File: src/rtl/par_frame_check.sv
// rtl/par_frame_check.sv - multi-lane serial frame parity checker with saturating error counters
module par_frame_check #(
  parameter int NUM_CH    = 4,
  parameter int FRAME_LEN = 8,
  parameter int ERR_CNT_W = 8
) (
  input  logic                          clk,
  input  logic                          rst,
  input  logic [NUM_CH-1:0]             i_in_valid,
  input  logic [NUM_CH-1:0]             i_sr_in,
  input  logic                          i_odd_mode,
  input  logic                          i_sync,
  input  logic                          i_err_clr,
  output logic [NUM_CH-1:0]             o_par_out,
  output logic [NUM_CH-1:0]             o_in_check,
  output logic [NUM_CH-1:0]             o_frame_done,
  output logic [NUM_CH-1:0]             o_par_err,
  output logic [NUM_CH*ERR_CNT_W-1:0]   o_err_cnt
);

  // Bit counter only needs to reach FRAME_LEN-1; keep at least one bit for FRAME_LEN=1.
  localparam int                   CNT_W    = (FRAME_LEN > 1) ? $clog2(FRAME_LEN) : 1;
  localparam logic [CNT_W-1:0]     LAST_BIT = CNT_W'(FRAME_LEN - 1);
  localparam logic [ERR_CNT_W-1:0] ERR_MAX  = '1;

  typedef enum logic {
    S_DATA  = 1'b0,
    S_CHECK = 1'b1
  } state_t;

  genvar g;
  generate
    for (g = 0; g < NUM_CH; g++) begin : g_lane
      state_t                 r_state;
      logic [CNT_W-1:0]       r_cnt;
      logic                   r_par;
      logic                   r_done;
      logic                   r_err;
      logic [ERR_CNT_W-1:0]   r_err_cnt;
      logic                   w_accept;
      logic                   w_mismatch;

      // sync discards any bit presented in the same cycle, so it blocks acceptance outright.
      assign w_accept   = i_in_valid[g] & ~i_sync;
      // odd_mode is only looked at here, when the parity bit itself is accepted.
      assign w_mismatch = w_accept & (r_state == S_CHECK) &
                          ((r_par ^ i_sr_in[g]) != i_odd_mode);

      // Lane FSM: data bits accumulate parity, the bit after the last data bit is the check bit.
      always_ff @(posedge clk or negedge rst) begin
        if (!rst) begin
          r_state <= S_DATA;
          r_cnt   <= '0;
          r_par   <= 1'b0;
          r_done  <= 1'b0;
          r_err   <= 1'b0;
        end else begin
          r_done <= 1'b0;
          r_err  <= 1'b0;
          if (i_sync) begin
            r_state <= S_DATA;
            r_cnt   <= '0;
            r_par   <= 1'b0;
          end else if (i_in_valid[g]) begin
            case (r_state)
              S_DATA: begin
                r_par <= r_par ^ i_sr_in[g];
                if (r_cnt == LAST_BIT) begin
                  r_cnt   <= '0;
                  r_state <= S_CHECK;
                end else begin
                  r_cnt <= r_cnt + 1'b1;
                end
              end
              S_CHECK: begin
                r_done  <= 1'b1;
                r_err   <= w_mismatch;
                r_par   <= 1'b0;
                r_cnt   <= '0;
                r_state <= S_DATA;
              end
              default: begin
                r_state <= S_DATA;
                r_cnt   <= '0;
                r_par   <= 1'b0;
              end
            endcase
          end
        end
      end

      // Saturating error counter; a coincident clear beats the increment.
      always_ff @(posedge clk or negedge rst) begin
        if (!rst) begin
          r_err_cnt <= '0;
        end else if (i_err_clr) begin
          r_err_cnt <= '0;
        end else if (w_mismatch && (r_err_cnt != ERR_MAX)) begin
          r_err_cnt <= r_err_cnt + 1'b1;
        end
      end

      assign o_par_out[g]                         = r_par;
      assign o_in_check[g]                        = (r_state == S_CHECK);
      assign o_frame_done[g]                      = r_done;
      assign o_par_err[g]                         = r_err;
      assign o_err_cnt[g*ERR_CNT_W +: ERR_CNT_W]  = r_err_cnt;
    end
  endgenerate

endmodule
File: config.mk
export PLATFORM = sky130hd
export DESIGN_NAME = par_frame_check
export DESIGN_NICKNAME = d
export VERILOG_FILES = /design/src/rtl/par_frame_check.sv
export SDC_FILE = /design/constraint.sdc
export NUM_CORES = 1
export LEC_CHECK = 0
export CAP_MARGIN = 15
export CORE_MARGIN = 2
export CORE_UTILIZATION = 30
export DETAILED_ROUTE_END_ITERATION = 7
export PLACE_DENSITY = 0.63
export SYNTH_ARGS = -nofsm -noshare
export SYNTH_HDL_FRONTEND = slang
export SYNTH_SLANG_ARGS = --single-unit
File: constraint.sdc
create_clock -name clk -period 1.65 [get_ports clk]
set_input_delay 0.2475 -clock clk [delete_from_list [all_inputs] [get_ports clk]]
set_output_delay 0.2475 -clock clk [all_outputs]
set_load 0.1 [all_outputs]
* Word level (Yosys, flattened, before mapping)
Index checks and enable logic that the tools add are counted.
** Word-level totals
- Register bits after elaboration :: 60
- Bits of input ports :: 13
** Cells by class
- Add/subtract/negate cells :: 8
- Equal/unequal tests :: 12
- Mux-type cells :: 76
- Bitwise logic cells :: 21
- Reductions and logical operators :: 12
** Operators by type and width (number)
- $mux 8 :: 8
- $mux 1 :: 44
- $mux 3 :: 12
- $add 8x1->8 const B :: 4
- $ne 8x8->1 const B :: 4
- $pmux 3 s2 :: 4
- $pmux 1 s2 :: 8
- $reduce_bool 2->1 :: 8
- $add 3x1->3 const B :: 4
- $and 1x1->1 :: 12
- $eq 3x3->1 const B :: 4
- $not 1->1 :: 5
- $logic_and 1x1->1 :: 4
- $ne 1x1->1 :: 4
- $xor 1x1->1 :: 4

* Logic depth before layout (Yosys ltp)
- Word-level depth :: 7
- Mapped depth :: 7
- Depth with buffers taken out :: 5

* Worst setup path after synthesis
No wires, ideal clock.
- Path type :: register -> register
- Start point :: reg g_lane[1].r_err_cnt[0]
- End point :: reg g_lane[1].r_err_cnt[2]
- Library setup time :: 0.125 ns
- Arrival time :: 2.061 ns
- Required time :: 1.525 ns
- Slack :: -0.535 ns
- Stages on the path, launching flop included :: 6
- Path through :: dfrtp_1 -> ha_1 -> nand3_1 -> nor2_1 -> nor3b_1 -> mux2_2
** On the way
- Cells in the longest elaborated chain, start to end :: 3
- Elaborated cells between the ends (all ways) :: 6
** RTL lines
- start, declared :: RTL line 39 : logic [ERR_CNT_W-1:0] r_err_cnt;
- start signal, assigned :: RTL line 99 : r_err_cnt <= r_err_cnt + 1'b1;
- $add 8x1->8 or $ne 8x8->1 (tied branches) :: RTL line 99, 98
- $mux 8 or $logic_and 1x1->1 (tied branches) :: RTL line 98 : end else if (w_mismatch && (r_err_cnt != ERR_MAX)) begin
- $mux 8 or $reduce_bool 2->1 (tied branches)
Several ways; a longest one is shown, not always the timed one. The select of a mux whose other input is x is not followed.
A chain may end at the register's enable or synchronous reset.

* Worst setup path in the final report
- Start point :: reg g_lane[2].r_par
- End point :: reg g_lane[2].r_err_cnt[7]
** On the way
- Cells in the longest elaborated chain, start to end :: 5
** RTL lines
- start, declared :: RTL line 36 : logic r_par;
- start signal, assigned :: RTL line 67 : r_par <= r_par ^ i_sr_in[g];
- $xor 1x1->1 :: RTL line 47 : ((r_par ^ i_sr_in[g]) != i_odd_mode);
- $ne 1x1->1 :: RTL line 47
- $and 1x1->1 :: RTL line 46 : assign w_mismatch = w_accept & (r_state == S_CHECK) &
- $logic_and 1x1->1 :: RTL line 98
- $reduce_bool 2->1 (no source line)
- end signal, assigned :: RTL line 99
- end, declared :: RTL line 39
Every way passes these cells.

==> results.yml <==
critical_path:
  cp-end-kind: "flop"
  crit_arrival_ns: 1.95
  critPathMaxFanout: 8
  worstSetupStartpointType: "flop"
  r2r_start: "g_lane[2].r_par"
  crit_type: "flop to flop"
  rr_worst_depth: 6
  rr_endpoint: "g_lane[2].r_err_cnt[7]"
  worstPathRequired_ns: 1.85
  ff2ff_setup_slack_ns: -0.10
route:
  top_layer_used: "met4"
  antenna_left: 0
  dr.pass1.iters: 4
  dr_wl_met3_um: 330
  vias_per_cell: 5.05
  wire_per_inst_um: 14.9
  wl_met2_um: 4150
  drt_iter0_markers: 107
  vias: 2840
  drc: 0
  routed_wl_um: 8350
  met1_length_um: 3750
outcome:
  failed_checks: "setup timing"
  status: "complete, but fails checks"
logic_synthesis:
  ys_seq_area_share_pct: 46.3
  avgSynthCellArea_um2: 9.75
  synthCells: 333
  synth-seq-cells: 60
  syn_nets: 358
  synthDistinctLibCells: 44
  synth_edf_count: 0
  async_flop_share_pct: 100
  netlist_area_mm2: 0.00325
  yosys_warnings: 0
  synthFlopType: "dfrtp_1"
sta:
  slew_headroom_pct: 64.1
  hold_viol_final: 0
  rsz0062_at_grt: "yes"
  finalCritPeriodShare_pct: 106
  slew_violations: 0
  fin_setup_tns_ns: -0.633
  worstMarginPinSlew_ns: 0.538
  fmax_mhz: 570
  fin_crit_ns: 1.75
  finalWorstSetupSlack_ns: -0.103
  finClkSkew_ns: 0.0105
  setup_viol_count_final: 12
floorplanning:
  pin_count: 61
  die_width_um: 108
  num_rows: 37
  die_area_mm2: 0.0117
  start_util_pct: 31.2
  coreArea_mm2: 0.0104
  die_y_um: 108
clock_network:
  cts_buffers: 9
  cts_tree: "done"
  clk_latency_ns: 0.33
  cts_root_buf: "clkbuf_8"
  cts_htree_levels: 3
  path_clk_slew_ns: 0.07
  cts_buffer_depth: 2
  cts.sinks: 60
global_routing:
  gr-usage-all-layers_pct: 14.2
  grt.overflow.total: 0
  antenna_found_initial: 0
  grt_max_degree: 34
  grt_pass1_vias: 2802
  grt_pass1_wl_um: 13100
cells_and_area:
  mostFrequentLayoutCells: "buf_12, buf_4, dfrtp_1"
  drive_gt1_share_pct: 47.2
  diodes: 0
  syn2layout_area_growth_pct: 65.7
  layout_commonest_cell: "buf_12"
  nets: 446
placement:
  place_ws_ns: -0.761
  place_congestion: 0.824
  io_buffers: 60
  hpwl_um: 5470
power_and_ir_drop:
  worst_ir_drop_vdd_mv: 0.400
  power_uw: 3400
  power_density_mw_per_mm2: 632
  p_leak_uw: 0.00213
hold_path:
  whs_path_depth: 2
  hp-class: "primary input to flop"
  hold_start: "i_sync"
  holdPathEnd: "g_lane[3].r_par"
job:
  drv_cap: 0
[kinds of logic (layout without fill, tap and decap cells)]
family,count (synthesis),count (layout),share of synthesized area (%)
xor gates and xnor gates,4,4,2.81
muxes,8,8,2.58
and+or+nand+nor,123,123,21.1
AOI/OAI and AO/OA,85,85,15.8
DFF,60,60,46.3
buffers and inverters,41,134,6.78
adders and majority gates,12,12,4.63
[routing by layer]
metal	up-vias	track usage (%)
li1	1379	-
met1	1394	18.3
met2	56	23.2
met3	11	3.44
met4	0	5.13
met5	-	0
[worst max-delay path, cell delays in order, from the launching register on]
cell      delay (ns)
dfrtp_1         0.36
xnor3_1         0.21
or3_4           0.35
buf_6           0.14
buf_4           0.17
o311ai_2        0.28
o41ai_1         0.11
[synthesized netlist by cell type, drive strengths merged (2+ instances only)]
| cell type | instances | area [µm²] |
|---|---|---|
| dfrtp | 60 | 1500 |
| or3b | 3 | 26.3 |
| nor2b | 8 | 50.1 |
| o21ai | 19 | 95.1 |
| and4 | 2 | 17.5 |
| o21bai | 2 | 15.0 |
| o311ai | 4 | 35.0 |
| nand2b | 10 | 62.6 |
| a31o | 2 | 17.5 |
| nor3 | 3 | 15.0 |
| inv | 9 | 33.8 |
| or3 | 13 | 81.3 |
| nor4bb | 3 | 30.0 |
| a21oi | 38 | 190 |
| nor2 | 25 | 93.8 |
| or4 | 7 | 52.6 |
| nand4 | 5 | 31.3 |
| xnor3 | 3 | 67.6 |
| nand3b | 7 | 52.6 |
| mux2i | 5 | 50.1 |
| o41ai | 5 | 43.8 |
| nand2 | 18 | 67.6 |
| mux2 | 3 | 33.8 |
| nand3 | 15 | 75.1 |
| o31ai | 8 | 60.1 |
| buf | 20 | 140 |
| clkbuf | 12 | 46.3 |
| ha | 12 | 150 |
[cell type report]
class	count	area (µm²)
clock buffer	12	165
inverter	9	33.8
multi-input combinational	232	1890
fill	898	5040
sequential	60	1580
clock inverter	4	70.1
timing repair buffer	109	1460
tap	136	170
[registers in the layout, indices dropped and copies added, names as in the netlist]
signal and flops:
g_lane.r_par 4, g_lane.r_state 4, g_lane.r_err 4, g_lane.r_done 4, g_lane.r_err_cnt 32, g_lane.r_cnt 12
[how the worst max path moves through the flow]
stage	cells after the start	slack, ns	to	start
after floorplan	6	-0.03	g_lane[1].r_err_cnt[1]	i_odd_mode
after global placement	6	-0.70	g_lane[2].r_err_cnt[5]	i_odd_mode
after detailed placement	6	-0.76	g_lane[1].r_err_cnt[2]	i_odd_mode
after CTS	5	-0.07	g_lane[2].r_err_cnt[5]	g_lane[2].r_par
after global routing	5	-0.17	g_lane[2].r_err_cnt[5]	g_lane[2].r_par
final	6	-0.10	g_lane[2].r_err_cnt[7]	g_lane[2].r_par
[where the power goes]
part           internal (µW)  leakage, µW  switching [µW]
Sequential              1490     0.000771            15.6
Combinational            144      0.00124             180
Clock                    970     0.000122             595
Total                   2610      0.00213             790
[metrics by stage]
stage          instances  utilization [%]  hold WS (ns)  instance area (µm²)
3_3_place_gp         532             45.8         0.285                 4770
4_1_cts              554             48.9         0.366                 5090
6_report             562             51.6         0.387                 5380
2_1_floorplan        333                -       -0.0481                 3460
5_1_grt              562             51.6         0.402                 5380
3_5_place_dp         532             45.8         0.288                 4770
[timing repair]
action / in CTS / in global routing
setup buffers: 4 / 6
hold buffers: 1 / 0
setup endpoints to repair: 28 / 28
gates resized for setup: 18 / 47
pin swaps: 0 / 18
hold endpoints to repair: 60 / 0
cloned: 1 / 2
Power figures use the tool's default switching activity.
